--- src/rtl/decode_stage.sv ---
// rtl/decode_stage.sv - RV32/RV64 instruction decode stage with ID/EX register
//
// Purpose: decodes the fetched instruction combinationally, reads the register
// file in the same cycle, detects load-use hazards against the load held in EX,
// and registers the decoded payload into the ID/EX register (1-cycle latency).
//
// Ports:
//   clk, rst_n                  clock, synchronous active-low reset
//   if_valid_i / if_ready_o     fetch slot handshake
//   if_pc_i, if_instr_i         fetched PC and instruction
//   rs1/rs2_idx_o, _en_o        register file read index and enable
//   rs1/rs2_rdata_i             register file read data (same cycle)
//   ex_ld_valid_i, ex_ld_rd_i   load currently in EX and its destination
//   flush_i                     kill stage contents
//   ex_valid_o / ex_ready_i     ID/EX register handshake
//   ex_*_o                      registered decoded payload
//   stall_cnt_o                 saturating count of load-use stall cycles

`ifndef PC_WIDTH
`define PC_WIDTH 32
`endif
`ifndef INSTR_WIDTH
`define INSTR_WIDTH 32
`endif
`ifndef REG_IDX_WIDTH
`define REG_IDX_WIDTH 5
`endif

module decode_stage #(
  parameter int XLEN  = 32,
  parameter int MEXT  = 0,
  parameter int CNT_W = 16
) (
  input  logic                      clk,
  input  logic                      rst_n,
  input  logic                      if_valid_i,
  output logic                      if_ready_o,
  input  logic [`PC_WIDTH-1:0]      if_pc_i,
  input  logic [`INSTR_WIDTH-1:0]   if_instr_i,
  output logic [`REG_IDX_WIDTH-1:0] rs1_idx_o,
  output logic [`REG_IDX_WIDTH-1:0] rs2_idx_o,
  output logic                      rs1_en_o,
  output logic                      rs2_en_o,
  input  logic [XLEN-1:0]           rs1_rdata_i,
  input  logic [XLEN-1:0]           rs2_rdata_i,
  input  logic                      ex_ld_valid_i,
  input  logic [`REG_IDX_WIDTH-1:0] ex_ld_rd_i,
  input  logic                      flush_i,
  output logic                      ex_valid_o,
  input  logic                      ex_ready_i,
  output logic [`PC_WIDTH-1:0]      ex_pc_o,
  output logic [`INSTR_WIDTH-1:0]   ex_instr_o,
  output logic [`REG_IDX_WIDTH-1:0] ex_rd_idx_o,
  output logic                      ex_rd_en_o,
  output logic [XLEN-1:0]           ex_imm_o,
  output logic [XLEN-1:0]           ex_alu_op1_o,
  output logic [XLEN-1:0]           ex_alu_op2_o,
  output logic [4:0]                ex_alu_fun_o,
  output logic                      ex_illegal_o,
  output logic [CNT_W-1:0]          stall_cnt_o
);

  localparam logic [6:0] OP_LUI   = 7'b0110111;
  localparam logic [6:0] OP_AUIPC = 7'b0010111;
  localparam logic [6:0] OP_JAL   = 7'b1101111;
  localparam logic [6:0] OP_JALR  = 7'b1100111;
  localparam logic [6:0] OP_BXX   = 7'b1100011;
  localparam logic [6:0] OP_LD    = 7'b0000011;
  localparam logic [6:0] OP_ST    = 7'b0100011;
  localparam logic [6:0] OP_ALI   = 7'b0010011;
  localparam logic [6:0] OP_AL    = 7'b0110011;
  localparam logic [6:0] OP_CSR   = 7'b1110011;

  localparam logic [4:0] FUN_ADD   = 5'd0;
  localparam logic [4:0] FUN_SUB   = 5'd1;
  localparam logic [4:0] FUN_SUB_U = 5'd2;
  localparam logic [4:0] FUN_SLL   = 5'd3;
  localparam logic [4:0] FUN_SRL   = 5'd4;
  localparam logic [4:0] FUN_SRA   = 5'd5;
  localparam logic [4:0] FUN_XOR   = 5'd6;
  localparam logic [4:0] FUN_OR    = 5'd7;
  localparam logic [4:0] FUN_AND   = 5'd8;
  localparam logic [4:0] FUN_MUL   = 5'd10;

  localparam bit X64 = (XLEN == 64);

  logic [6:0] opcode;
  logic [2:0] fun3;
  logic [6:0] fun7;
  logic [4:0] rd_idx;

  assign opcode = if_instr_i[6:0];
  assign fun3   = if_instr_i[14:12];
  assign fun7   = if_instr_i[31:25];
  assign rd_idx = if_instr_i[11:7];

  // Immediates, sign-extended to XLEN through a signed size cast
  logic [XLEN-1:0] imm_i, imm_s, imm_b, imm_j, imm_u;
  assign imm_i = XLEN'($signed(if_instr_i[31:20]));
  assign imm_s = XLEN'($signed({if_instr_i[31:25], if_instr_i[11:7]}));
  assign imm_b = XLEN'($signed({if_instr_i[31], if_instr_i[7], if_instr_i[30:25],
                                if_instr_i[11:8], 1'b0}));
  assign imm_j = XLEN'($signed({if_instr_i[31], if_instr_i[19:12], if_instr_i[20],
                                if_instr_i[30:21], 1'b0}));
  assign imm_u = XLEN'($signed({if_instr_i[31:12], 12'b0}));

  // Register operands; x0 always reads as zero whatever the regfile returns
  logic [XLEN-1:0] rs1_val, rs2_val, pc_ext, zimm_ext;
  assign rs1_val = (if_instr_i[19:15] == 5'd0) ? '0 : rs1_rdata_i;
  assign rs2_val = (if_instr_i[24:20] == 5'd0) ? '0 : rs2_rdata_i;

  always_comb begin
    pc_ext = '0;
    pc_ext[`PC_WIDTH-1:0] = if_pc_i;
    zimm_ext = '0;
    zimm_ext[4:0] = if_instr_i[19:15];
  end

  // Shift-immediate legality: RV64 uses a 6-bit shamt, so one fewer upper bit
  // must be zero; for srai bit 30 is the arithmetic select and is excluded.
  logic shl_bad, shr_bad;
  assign shl_bad = X64 ? (if_instr_i[31:26] != 6'd0) : (if_instr_i[31:25] != 7'd0);
  assign shr_bad = X64 ? ({if_instr_i[31], if_instr_i[29:26]} != 5'd0)
                       : ({if_instr_i[31], if_instr_i[29:25]} != 6'd0);

  logic            dec_ill, dec_rs1, dec_rs2, dec_rd;
  logic [4:0]      dec_fun;
  logic [XLEN-1:0] dec_imm, dec_op1, dec_op2;

  always_comb begin
    dec_ill = 1'b0;
    dec_rs1 = 1'b0;
    dec_rs2 = 1'b0;
    dec_rd  = 1'b0;
    dec_fun = FUN_ADD;
    dec_imm = '0;
    dec_op1 = '0;
    dec_op2 = '0;
    case (opcode)
      OP_LUI: begin
        dec_rd  = 1'b1;
        dec_imm = imm_u;
        dec_op2 = imm_u;
      end
      OP_AUIPC: begin
        dec_rd  = 1'b1;
        dec_imm = imm_u;
        dec_op1 = pc_ext;
        dec_op2 = imm_u;
      end
      OP_JAL: begin
        dec_rd  = 1'b1;
        dec_imm = imm_j;
        dec_op1 = pc_ext;
        dec_op2 = imm_j;
      end
      OP_JALR: begin
        dec_rs1 = 1'b1;
        dec_rd  = 1'b1;
        dec_imm = imm_i;
        dec_op1 = rs1_val;
        dec_op2 = imm_i;
      end
      OP_BXX: begin
        dec_rs1 = 1'b1;
        dec_rs2 = 1'b1;
        dec_imm = imm_b;
        dec_op1 = rs1_val;
        dec_op2 = rs2_val;
        case (fun3)
          3'b000, 3'b001: dec_fun = FUN_XOR;
          3'b100, 3'b101: dec_fun = FUN_SUB;
          3'b110, 3'b111: dec_fun = FUN_SUB_U;
          default:        dec_ill = 1'b1;
        endcase
      end
      OP_LD: begin
        dec_rs1 = 1'b1;
        dec_rd  = 1'b1;
        dec_imm = imm_i;
        dec_op1 = rs1_val;
        dec_op2 = imm_i;
      end
      OP_ST: begin
        dec_rs1 = 1'b1;
        dec_rs2 = 1'b1;
        dec_imm = imm_s;
        dec_op1 = rs1_val;
        dec_op2 = imm_s;
      end
      OP_ALI: begin
        dec_rs1 = 1'b1;
        dec_rd  = 1'b1;
        dec_imm = imm_i;
        dec_op1 = rs1_val;
        dec_op2 = imm_i;
        case (fun3)
          3'b000: dec_fun = FUN_ADD;
          3'b001: begin
            dec_fun = FUN_SLL;
            dec_ill = shl_bad;
          end
          3'b010: dec_fun = FUN_SUB;
          3'b011: dec_fun = FUN_SUB_U;
          3'b100: dec_fun = FUN_XOR;
          3'b101: begin
            dec_fun = if_instr_i[30] ? FUN_SRA : FUN_SRL;
            dec_ill = shr_bad;
          end
          3'b110: dec_fun = FUN_OR;
          default: dec_fun = FUN_AND;
        endcase
      end
      OP_AL: begin
        dec_rs1 = 1'b1;
        dec_rs2 = 1'b1;
        dec_rd  = 1'b1;
        dec_op1 = rs1_val;
        dec_op2 = rs2_val;
        case (fun7)
          7'b0000000: begin
            case (fun3)
              3'b000:  dec_fun = FUN_ADD;
              3'b001:  dec_fun = FUN_SLL;
              3'b010:  dec_fun = FUN_SUB;
              3'b011:  dec_fun = FUN_SUB_U;
              3'b100:  dec_fun = FUN_XOR;
              3'b101:  dec_fun = FUN_SRL;
              3'b110:  dec_fun = FUN_OR;
              default: dec_fun = FUN_AND;
            endcase
          end
          7'b0100000: begin
            if (fun3 == 3'b000)      dec_fun = FUN_SUB;
            else if (fun3 == 3'b101) dec_fun = FUN_SRA;
            else                     dec_ill = 1'b1;
          end
          7'b0000001: begin
            if (MEXT != 0) dec_fun = FUN_MUL + {2'b00, fun3};
            else           dec_ill = 1'b1;
          end
          default: dec_ill = 1'b1;
        endcase
      end
      OP_CSR: begin
        // fun3[2] selects the zero-extended uimm form, which reads no register
        dec_rs1 = !fun3[2];
        dec_rd  = 1'b1;
        dec_imm = imm_i;
        dec_op1 = fun3[2] ? zimm_ext : rs1_val;
      end
      default: dec_ill = 1'b1;
    endcase

    // An illegal instruction flows as an inert ADD of zeros and reads no
    // registers, so it can never take part in a load-use stall.
    if (dec_ill) begin
      dec_rs1 = 1'b0;
      dec_rs2 = 1'b0;
      dec_rd  = 1'b0;
      dec_fun = FUN_ADD;
      dec_imm = '0;
      dec_op1 = '0;
      dec_op2 = '0;
    end
  end

  assign rs1_idx_o = if_instr_i[19:15];
  assign rs2_idx_o = if_instr_i[24:20];
  assign rs1_en_o  = if_valid_i & dec_rs1;
  assign rs2_en_o  = if_valid_i & dec_rs2;

  logic load_use, drain, accept;
  assign load_use = if_valid_i & ex_ld_valid_i & (ex_ld_rd_i != '0) &
                    ((rs1_en_o & (rs1_idx_o == ex_ld_rd_i)) |
                     (rs2_en_o & (rs2_idx_o == ex_ld_rd_i)));

  // ID/EX register
  logic                      ex_valid_q,  ex_valid_d;
  logic [`PC_WIDTH-1:0]      ex_pc_q,     ex_pc_d;
  logic [`INSTR_WIDTH-1:0]   ex_instr_q,  ex_instr_d;
  logic [`REG_IDX_WIDTH-1:0] ex_rd_idx_q, ex_rd_idx_d;
  logic                      ex_rd_en_q,  ex_rd_en_d;
  logic [XLEN-1:0]           ex_imm_q,    ex_imm_d;
  logic [XLEN-1:0]           ex_op1_q,    ex_op1_d;
  logic [XLEN-1:0]           ex_op2_q,    ex_op2_d;
  logic [4:0]                ex_fun_q,    ex_fun_d;
  logic                      ex_ill_q,    ex_ill_d;
  logic [CNT_W-1:0]          stall_cnt_q, stall_cnt_d;

  assign drain      = !ex_valid_q | ex_ready_i;
  assign if_ready_o = drain & !load_use & !flush_i;
  assign accept     = if_valid_i & if_ready_o;

  always_comb begin
    ex_valid_d  = ex_valid_q;
    ex_pc_d     = ex_pc_q;
    ex_instr_d  = ex_instr_q;
    ex_rd_idx_d = ex_rd_idx_q;
    ex_rd_en_d  = ex_rd_en_q;
    ex_imm_d    = ex_imm_q;
    ex_op1_d    = ex_op1_q;
    ex_op2_d    = ex_op2_q;
    ex_fun_d    = ex_fun_q;
    ex_ill_d    = ex_ill_q;
    stall_cnt_d = stall_cnt_q;

    if (flush_i) begin
      ex_valid_d = 1'b0;
    end else if (drain) begin
      // A load-use hazard leaves accept low here, which inserts the bubble
      ex_valid_d = accept;
      if (accept) begin
        ex_pc_d     = if_pc_i;
        ex_instr_d  = if_instr_i;
        ex_rd_idx_d = rd_idx;
        ex_rd_en_d  = dec_rd & (rd_idx != 5'd0);
        ex_imm_d    = dec_imm;
        ex_op1_d    = dec_op1;
        ex_op2_d    = dec_op2;
        ex_fun_d    = dec_fun;
        ex_ill_d    = dec_ill;
      end
    end

    // Counts even during a flush; saturates instead of wrapping
    if (load_use && (stall_cnt_q != {CNT_W{1'b1}})) begin
      stall_cnt_d = stall_cnt_q + CNT_W'(1);
    end
  end

  always_ff @(posedge clk) begin
    if (!rst_n) begin
      ex_valid_q  <= 1'b0;
      ex_pc_q     <= '0;
      ex_instr_q  <= '0;
      ex_rd_idx_q <= '0;
      ex_rd_en_q  <= 1'b0;
      ex_imm_q    <= '0;
      ex_op1_q    <= '0;
      ex_op2_q    <= '0;
      ex_fun_q    <= '0;
      ex_ill_q    <= 1'b0;
      stall_cnt_q <= '0;
    end else begin
      ex_valid_q  <= ex_valid_d;
      ex_pc_q     <= ex_pc_d;
      ex_instr_q  <= ex_instr_d;
      ex_rd_idx_q <= ex_rd_idx_d;
      ex_rd_en_q  <= ex_rd_en_d;
      ex_imm_q    <= ex_imm_d;
      ex_op1_q    <= ex_op1_d;
      ex_op2_q    <= ex_op2_d;
      ex_fun_q    <= ex_fun_d;
      ex_ill_q    <= ex_ill_d;
      stall_cnt_q <= stall_cnt_d;
    end
  end

  assign ex_valid_o   = ex_valid_q;
  assign ex_pc_o      = ex_pc_q;
  assign ex_instr_o   = ex_instr_q;
  assign ex_rd_idx_o  = ex_rd_idx_q;
  assign ex_rd_en_o   = ex_rd_en_q;
  assign ex_imm_o     = ex_imm_q;
  assign ex_alu_op1_o = ex_op1_q;
  assign ex_alu_op2_o = ex_op2_q;
  assign ex_alu_fun_o = ex_fun_q;
  assign ex_illegal_o = ex_ill_q;
  assign stall_cnt_o  = stall_cnt_q;

endmodule

--- config.mk ---
export PLATFORM = sky130hd
export DESIGN_NAME = decode_stage
export DESIGN_NICKNAME = d
export VERILOG_FILES = /design/src/rtl/decode_stage.sv
export SDC_FILE = /design/constraint.sdc
export NUM_CORES = 1
export LEC_CHECK = 0
export CORE_UTILIZATION = 30
export DETAILED_ROUTE_END_ITERATION = 7
export SYNTH_ARGS = -nofsm -noshare
export SYNTH_HDL_FRONTEND = slang
export SYNTH_SLANG_ARGS = --single-unit
export TNS_END_PERCENT = 30
--- constraint.sdc ---
create_clock -name clk -period 2.6 [get_ports clk]
set_clock_uncertainty 0.05 [all_clocks]
set_input_delay 0.26 -clock clk [delete_from_list [all_inputs] [get_ports clk]]
set_output_delay 0.26 -clock clk [all_outputs]
set_load 0.05 [all_outputs]
# Yosys cells after proc, flatten, opt, wreduce, memory -nomap -nowiden
# Index checks and enable logic that the tools add are counted.
# totals
output_inout_bits	202
reg_bits	189
elab_cells	106
input_bits	139
# classes
n_mux	30
reduce_logical	28
eq_ne	21
bitwise	15
add_sub_neg	1
# op_table
cell	count
case mux 32 bit (5 select lines)	2
two-way mux 32 bit	6
case mux 32 bit (3 select lines)	1
case mux 4 bit (7 select lines)	2
equality test 7 x 6 -> 1 bit (second input constant)	4
equality test 7 bit (second input constant)	4
adder 16 x 1 -> 16 bit (second input constant)	1
inequality test 16 bit (second input constant)	1
equality test 7 x 5 -> 1 bit (second input constant)	2
OR reduction 2 bit	7
equality test 3 bit (second input constant)	4
case mux 4 bit (3 select lines)	1
OR reduction 6 bit	2
AND 1 bit	11
equality test 5 bit	2
logical NOT 5 bit	2
nonzero test 5 bit	2
two-way mux 1 bit	9
case mux 3 bit (3 select lines)	1
case mux 4 bit (2 select lines)	1
OR reduction 8 bit	1
equality test 7 x 2 -> 1 bit (second input constant)	1
logical NOT 7 bit	1
nonzero test 7 bit	1
16 further kinds	26

# Logic depth before layout (Yosys ltp)
# Gate-level depths: netlist of the first run.
# logic_depth
word_depth	15
depth_mapped	12
depth_no_buf	9

# Worst setup path after synthesis of the first run
# Ideal clock, no wire load.
# synth_path
path_kind	input to output
start	input if_instr_i[14]
end	output rs2_en_o
cell_stages	9
n_path_buf	1
path_slack_ns	-0.377
t_arrival_ns	2.667
t_required_ns	2.290
cell_sequence	clkbuf_1 > inv_1 > ha_1 > nor2b_1 > o21ai_0 > a31o_2 > a31oi_4 > nand2_1 > nor3_1
# synth_via
elab_chain_cells	7
elab_cells_between_ends	15
classes_between	eq/ne: 5; mux: 7; bitwise: 1; reduce/logical: 2
# synth_rtl
element	line_no	rtl
start: declaration	39	input logic [`INSTR_WIDTH-1:0] if_instr_i,
equality test 3 bit	170, 197, 235	
two-way mux 1 bit	235	else if (fun3 == 3'b101) dec_fun = FUN_SRA;
two-way mux 1 bit	234	if (fun3 == 3'b000) dec_fun = FUN_SUB;
case mux 1 bit (2 select lines)	220	case (fun7)
case mux 1 bit (4 select lines) *	139	case (opcode)
two-way mux 1 bit *	257	if (dec_ill) begin
AND 1 bit *	271	assign rs2_en_o = if_valid_i & dec_rs2;
end: declaration	43	output logic rs2_en_o,
# Every way passes the cells marked *; elsewhere a longest branch is shown, timed or not.

# Final worst setup path of the first run
# layout_path
start	input if_instr_i[5]
end	output if_ready_o
# layout_via
elab_chain_cells	11
elab_cells_between_ends	27
classes_between	eq/ne: 10; mux: 5; bitwise: 8; reduce/logical: 4
# layout_rtl
element	line_no	rtl
equality test 7 x 6 -> 1 bit (tied with other cells)	139	
OR reduction 7 bit (no source line) (tied with other cells)	n/a	
case mux 1 bit (4 select lines) (tied with other cells)	139	
two-way mux 1 bit	257	
AND 1 bit, on equally long branches	270, 271	
AND 1 bit, on equally long branches	275, 276	
bitwise OR 1 bit *	275	((rs1_en_o & (rs1_idx_o == ex_ld_rd_i)) |
AND 1 bit *	274	assign load_use = if_valid_i & ex_ld_valid_i & (ex_ld_rd_i != '0) &
logical NOT 1 bit *	292	assign if_ready_o = drain & !load_use & !flush_i;
AND 1 bit * (2 in a row)	292	
end: declaration	37	output logic if_ready_o,
# Marked as above.

==> impl_metrics.py, run 1 <==
metrics = {
    "global_routing": {
        "grt_max_degree": 81,
        "grt_use_total_pct": 22.62,
        "top_usage_layer": "met2",
        "overflow": 0,
        "grtUsageMet3_pct": 5.713,
        "grt_pass1_vias": 8911,
        "globalRouteMet1Util_pct": 28.83,
        "use_met2_pct": 37.65,
        "grt_pass1_wl_um": 53480,
        "grt_antenna_before_repair": 5,
    },
    "synth": {
        "synth_area_um2": 9185,
        "synth_flop_cell": "dfxtp_1",
        "synth_warnings": 0,
        "synthSimpleGateAreaFrac_pct": 20.65,
        "synth_top_area_share_pct": 39.89,
        "synthAdderAreaFrac_pct": 0.5449,
        "muxShareOfSynthArea_pct": 16.67,
        "async_flop_share_pct": 0,
        "synth_seq_cells": 183,
        "synth_edf_count": 0,
        "yosysUniqueCellTypes": 61,
        "syn_nets": 1213,
        "synth-xor-area-share_pct": 1.240,
        "synth_top_family_by_area": "simple AND/OR/NAND/NOR gates",
        "synth_top_cells_by_area": "dfxtp_1, mux2i_1, nand2_1",
        "synth_compound_area_share_pct": 14.97,
        "synthCells": 1070,
        "syn_area_per_cell_um2": 8.584,
        "yosys.area.top_type": "dfxtp_1",
        "seq_area_frac_synth_pct": 39.89,
    },
    "routing": {
        "first_pass_iters": 5,
        "routed_wirelength_um": 36230,
        "ant_nets": 0,
        "drtIter0Drc": 587,
        "drc_errors": 0,
        "wl_per_cell_um": 19.50,
        "vias_per_cell": 4.968,
        "vias": 9230,
    },
    "pwr": {
        "power_frac_clock_pct": 39.0,
        "ir_drop_v": 0.0004859,
        "p_per_area_nw_per_um2": 467.9,
        "power.switching_mw": 2.046,
        "switching_share_pct": 30.34,
        "p_leak_nw": 5.938,
        "pwr-share-seq_pct": 42.7,
        "internal-power_mw": 4.697,
        "comb_power_share_pct": 18.2,
    },
    "critical_path": {
        "required_ns": 2.29,
        "worstPathMaxFanout": 9,
        "endpoint_kind": "output pin",
        "startpoint_type": "input port",
        "worst_ep_arrival_time_ns": 2.21,
        "reg2reg_setup_slack_ns": 0.21,
        "path_class": "in -> out",
        "timing.rr.start": "stall_cnt_o[7]",
        "rr_worst_depth": 7,
        "rr_endpoint": "stall_cnt_o[1]",
    },
    "clock_network": {
        "hold_buffers": 0,
        "h-tree-depth": 4,
        "cts_buffers": 17,
        "cts_sinks": 183,
        "clk_pin_slew_ns": 0.08,
        "cts_buffer_depth": 2,
        "clock-root-buffer": "clkbuf_16",
        "cts_tree": "yes",
        "clock_latency_ns": 0.44,
    },
    "final_layout": {
        "drive_gt1_share_pct": 14.18,
        "fin_nets": 1597,
        "nFillCells": 2924,
        "final_cell_area_um2": 14410,
        "area_growth_pct": 56.89,
    },
    "sta": {
        "fin_tns_setup_ns": 0,
        "fin_ws_ns": 0.08192,
        "post-route-min-period_ns": 2.518,
        "worst_pin_slew_ns": 0.8480,
        "hold_viol": 0,
        "clock.fmax_mhz": 397.1,
        "hold_ws_ns": 0.1682,
        "period_share_pct": 96.85,
        "setup_viol": 0,
        "slew_viol_final": 0,
        "slew_headroom_pct": 43.33,
        "rsz0062_at_grt": "true",
    },
    "floorplanning": {
        "fp.dieArea_um2": 31320,
        "die_h_um": 177.0,
        "initial_core_util_pct": 30.75,
        "rows": 63,
        "ioPinCount": 341,
        "coreArea_um2": 29870,
        "die_w_um": 177.0,
    },
    "placed_design": {
        "portBuffers": 339,
        "dp_slack_ns": -0.2833,
        "gp_congestion": 0.8589,
        "post_dp_cell_area_um2": 13790,
        "dp_hpwl_um": 28090,
    },
    "min_path": {
        "hp-start": "rst_n",
        "whs_path_depth": 3,
        "holdPathEnd": "ex_alu_op2_o[3]",
        "min_path_type": "in -> reg",
    },
    "run": {
        "maxCapViolations": 0,
    },
    "outcome": {
        "status": "finished, final reports clean",
    },
}
how the worst max path moves through the flow:
stage | startpoint | endpoint
2_1_floorplan | if_instr_i[14] | rs2_en_o
3_3_place_gp | if_instr_i[3] | stall_cnt_o[7]
3_5_place_dp | if_instr_i[3] | stall_cnt_o[7]
4_1_cts | if_instr_i[5] | if_ready_o
5_1_grt | if_instr_i[14] | if_ready_o
6_report | if_instr_i[5] | if_ready_o
flip-flops by register name, indices dropped and copies added (netlist names):
signal,count
ex_imm_o,32
ex_rd_en_o,1
ex_alu_fun_o,4
ex_alu_op1_o,32
ex_alu_op2_o,32
ex_pc_o,32
stall_cnt_o,16
ex_valid_o,1
ex_instr_o,32
ex_illegal_o,1
synth_stat cells, types with 2 or more instances:
cell type	number
nand4_1	4
nand3b_1	2
nor2_1	21
buf_2	14
dfxtp_1	183
a222oi_1	10
o311a_1	3
a22oi_1	6
ha_1	4
o211ai_1	3
xnor2_1	3
and2_1	10
o31ai_1	11
nand3_1	12
nor3_1	11
a21oi_1	33
a21o_1	12
or2_2	11
and3_1	8
inv_1	8
buf_6	2
a32o_1	14
nand2b_1	11
buf_4	31
or4_1	14
mux2i_1	153
and4_1	2
o21ai_0	20
nand2_1	311
xor2_1	10
or3_1	4
a22o_1	32
a31o_2	12
clkbuf_1	51
nor2b_1	5
a221o_1	2
o211a_1	2
o21bai_1	2
metal layers:
| metal | vias to the layer above | wire length, um |
|---|---|---|
| met3 | 41 | 2558 |
| met2 | 315 | 17080 |
| met4 | 6 | 771 |
| met5 | - | 34 |
| met1 | 4376 | 15790 |
| li1 | 4492 | - |
power groups by stage:
stage	clock, mW	sequential [mW]	combinational, mW
final	2.63	2.88	1.23
after global routing	2.83	2.89	1.29
after CTS	2.70	2.88	1.23
after detailed placement	0	2.95	1.23
after global placement	0	2.95	1.22
after floorplan	0	3.13	0.419
worst max-delay path: stages:
cell and delay, ns:
clkdlybuf4s50_1 0.50, buf_4 0.18, nor2b_1 0.14, o21ai_1 0.07, a31o_2 0.26, a31oi_4 0.17, buf_6 0.12, o21ai_2 0.05
buf_4 0.14, and2_4 0.16, buf_12 0.14
metrics by stage:
| stage | std cells | total power [mW] | utilization (%) |
|---|---|---|---|
| 4_1_cts | 1857 | 6.809 | 48.21 |
| 3_3_place_gp | 1823 | 4.171 | 46.17 |
| 2_1_floorplan | 1070 | 3.550 | - |
| 3_5_place_dp | 1823 | 4.175 | 46.17 |
| 6_report | 1858 | 6.743 | 48.23 |
| 5_1_grt | 1857 | 7.007 | 48.23 |
placed cells by master, fill, tap and decap left out, drive strengths merged, types with 3 or more instances in the layout:
master         synthesis  routed
nand3                 12      12
o31ai                 12      12
nor2b                  5       5
or3                    4       4
mux2i                153     153
a21o                  12      12
xor2                  10      10
inv                    9      15
buf                   47     136
a22o                  32      32
nand4                  4       4
or4                   14      14
o311a                  3       3
clkinv                 0       7
o21ai                 21      21
nand2                311     311
o211ai                 3       3
dlygate4sd2            0       4
xnor2                  3       3
or2                   12      12
nor3                  11      11
a31o                  12      12
a22oi                  6       6
clkdlybuf4s50          0     322
clkbuf                51      19
nand2b                11      11
and3                   8       8
dfxtp                183     183
a21oi                 34      34
and2                  10      10
nor2                  22      22
ha                     4       4
a32o                  14      14
a222oi                10      10
cell families (layout without fill, tap and decap cells):
| kind of cell | count (synthesis) | in the layout |
|---|---|---|
| DFF | 183 | 183 |
| adders and majority gates | 4 | 4 |
| buffers and inverters | 107 | 504 |
| muxes | 153 | 153 |
| other | 1 | 2 |
| AOI/OAI and AO/OA | 177 | 177 |
| and+or+nand+nor | 432 | 432 |
| xor gates and xnor gates | 13 | 13 |
what timing repair did:
action,CTS,global route
endpoints found under the setup margin,3,4
buffers inserted,2,0
pin swaps,2,3
gates resized for setup,6,3
final cells by class:
class / count / area [um^2] / area share, %
inverters: 9 / 33.78 / 0.2344
diodes: 1 / 2.502 / 0.01737
flip-flops and latches: 183 / 3664 / 25.42
repair buffers: 463 / 4601 / 31.93
clock inverters: 14 / 161.4 / 1.120
well taps: 390 / 488.0 / 3.386
multi-input cells: 780 / 5031 / 34.91
clock buffers: 18 / 429.2 / 2.978
Note: power is estimated with default switching activity, not from simulation.
==> run 2, diff against run 1 <==
==> constraint.sdc (replaced) <==
create_clock -name clk -period 3.2 [get_ports clk]
set_clock_uncertainty 0.05 [all_clocks]
set_input_delay 0.32 -clock clk [delete_from_list [all_inputs] [get_ports clk]]
set_output_delay 0.32 -clock clk [all_outputs]
set_load 0.05 [all_outputs]
==> impl_metrics.py, run 2 (same netlist as run 1, synthesis figures left out) <==
metrics = {
    "sta": {
        "hold_viol": 0,
        "worst_pin_slew_ns": 1.125,
        "slew_viol_final": 0,
        "rsz0062_at_grt": "false",
        "clock.fmax_mhz": 326.3,
        "hold_ws_ns": 0.4028,
        "post-route-min-period_ns": 3.065,
        "setup_viol": 0,
        "slew_headroom_pct": 24.21,
        "period_share_pct": 95.77,
    },
    "final_layout": {
        "nFillCells": 2927,
        "area_growth_pct": 51.07,
        "utilization_pct": 46.45,
        "final_cell_mix": "clkdlybuf4s50_1, nand2_1, dfxtp_1",
        "regArea_um2": 3664,
        "mostFrequentLayoutCell": "clkdlybuf4s50_1",
        "fin_nets": 1535,
        "multi_input_area_um2": 5011,
        "drive_gt1_share_pct": 9.537,
    },
    "routing": {
        "routed_wirelength_um": 36530,
        "vias": 9002,
        "wl_per_cell_um": 20.33,
        "vias_per_cell": 5.009,
        "drtIter0Drc": 560,
        "first_pass_iters": 7,
        "drc_errors": 0,
        "ant_nets": 0,
    },
    "clock_network": {
        "h-tree-depth": 4,
        "clock-root-buffer": "clkbuf_16",
        "hold_buffers": 0,
        "cts_tree": "yes",
        "cts_buffer_depth": 2,
        "clk_pin_slew_ns": 0.09,
        "cts_sinks": 183,
        "ctsResizeCount": 0,
        "clock_latency_ns": 0.43,
        "cts_buffers": 17,
        "postCtsSetupBuffers": 0,
    },
    "outcome": {
        "status": "finished, final reports clean",
    },
    "critical_path": {
        "worstPathMaxFanout": 4,
        "worst_ep_arrival_time_ns": 2.69,
        "cp_num_cells": 9,
        "endpoint_kind": "output pin",
        "path_class": "in -> out",
        "startpoint_type": "input port",
        "required_ns": 2.83,
        "rr_worst_depth": 7,
        "reg2reg_setup_slack_ns": 0.55,
        "path_buf_inv": 3,
        "setup.worst_path.start": "if_instr_i[27]",
        "timing.rr.start": "stall_cnt_o[3]",
        "cp_slowest_stage_delay_ns": 0.59,
        "setup.worst_path.end": "rs2_en_o",
        "cp_top_family": "simple AND/OR/NAND/NOR gates",
        "path_cells": "clkdlybuf4s50_1 > nor4_4 > nand3_1 > a21o_1 > a31oi_4 > nand2_1 > nor3_1 > buf_4 > buf_12",
        "cp_slowest_cell": "nor4_4",
        "rr_endpoint": "stall_cnt_o[1]",
    },
    "floorplanning": {
        "die_w_um": 177.0,
        "rows": 63,
        "die_h_um": 177.0,
        "initial_core_util_pct": 30.75,
        "coreArea_um2": 29870,
        "ioPinCount": 341,
        "fp.dieArea_um2": 31320,
    },
    "min_path": {
        "min_path_type": "in -> reg",
    },
    "pwr": {
        "p_leak_nw": 5.594,
        "p_per_area_nw_per_um2": 394.3,
        "fin_total_pwr_mw": 5.471,
        "ir_drop_v": 0.0003269,
    },
    "run": {
        "maxCapViolations": 0,
    },
    "global_routing": {
        "grt_antenna_before_repair": 3,
        "grt_use_total_pct": 22.92,
        "grt_max_degree": 86,
        "grt_pass1_wl_um": 53540,
        "grt_pass1_vias": 8669,
        "overflow": 0,
    },
    "placed_design": {
        "dp_hpwl_um": 27730,
        "portBuffers": 339,
        "gp_congestion": 0.8872,
    },
}
[run 2: changes by cell type in the layout (fill, tap and decap cells not counted), moves of 4 or more]
cell and change:
dlygate4sd2_1 -4, buf_4 -63, buf_12 -6, inv_8 +4, clkdlybuf4s50_1 +13, clkinv_8 -4
[run 2: how the worst min path moves through the flow]
| stage | start | endpoint | depth (start not counted) |
|---|---|---|---|
| 2_1_floorplan | flush_i | ex_valid_o | 1 |
| 3_3_place_gp | ex_pc_o[4] | ex_pc_o[4] | 2 |
| 4_1_cts | if_pc_i[12] | ex_pc_o[12] | 3 |
| 6_report | if_pc_i[12] | ex_pc_o[12] | 3 |
| 5_1_grt | if_pc_i[12] | ex_pc_o[12] | 3 |
| 3_5_place_dp | ex_pc_o[3] | ex_pc_o[3] | 2 |
[run 2: report_power, final]
group / internal, mW / switching (mW)
logic: 0.401 / 0.543
clock network: 1.14 / 1.05
registers: 2.32 / 0.0229
[run 2: stage by stage]
step	setup slack, ns	setup TNS [ns]	instances	cell area, um^2
after floorplan	0.1026	0	1070	9185
after global placement	0.01472	0	1763	13280
after detailed placement	-0.08462	-0.1839	1763	13280
after CTS	0.05936	0	1795	13870
after global routing	0.04227	0	1795	13870
final	0.1355	0	1797	13880
[run 2: area by class of cell]
type | instances | share of cell area [%]
Antenna cell | 2 | 0.03607
Clock buffer | 19 | 3.192
Clock inverter | 13 | 1.091
Inverter | 9 | 0.2435
Multi-Input combinational cell | 780 | 36.11
Sequential cell | 183 | 26.40
Tap cell | 390 | 3.517
Timing Repair Buffer | 401 | 29.40
[run 2: worst min-delay path, delay by kind of cell]
kind	cells	cell delay, ns
buffers and inverters	1	0.42
muxes	1	0.05
and+or+nand+nor	1	0.06
[run 2: layer usage]
metal / share of wire [%] / vias to the layer above / track usage (%)
met5: 0.033 / - / 0
met4: 2.3 / 2 / 6.753
met3: 7.1 / 36 / 6.336
met2: 47 / 314 / 37.73
met1: 43 / 4284 / 28.95
li1: - / 4366 / -
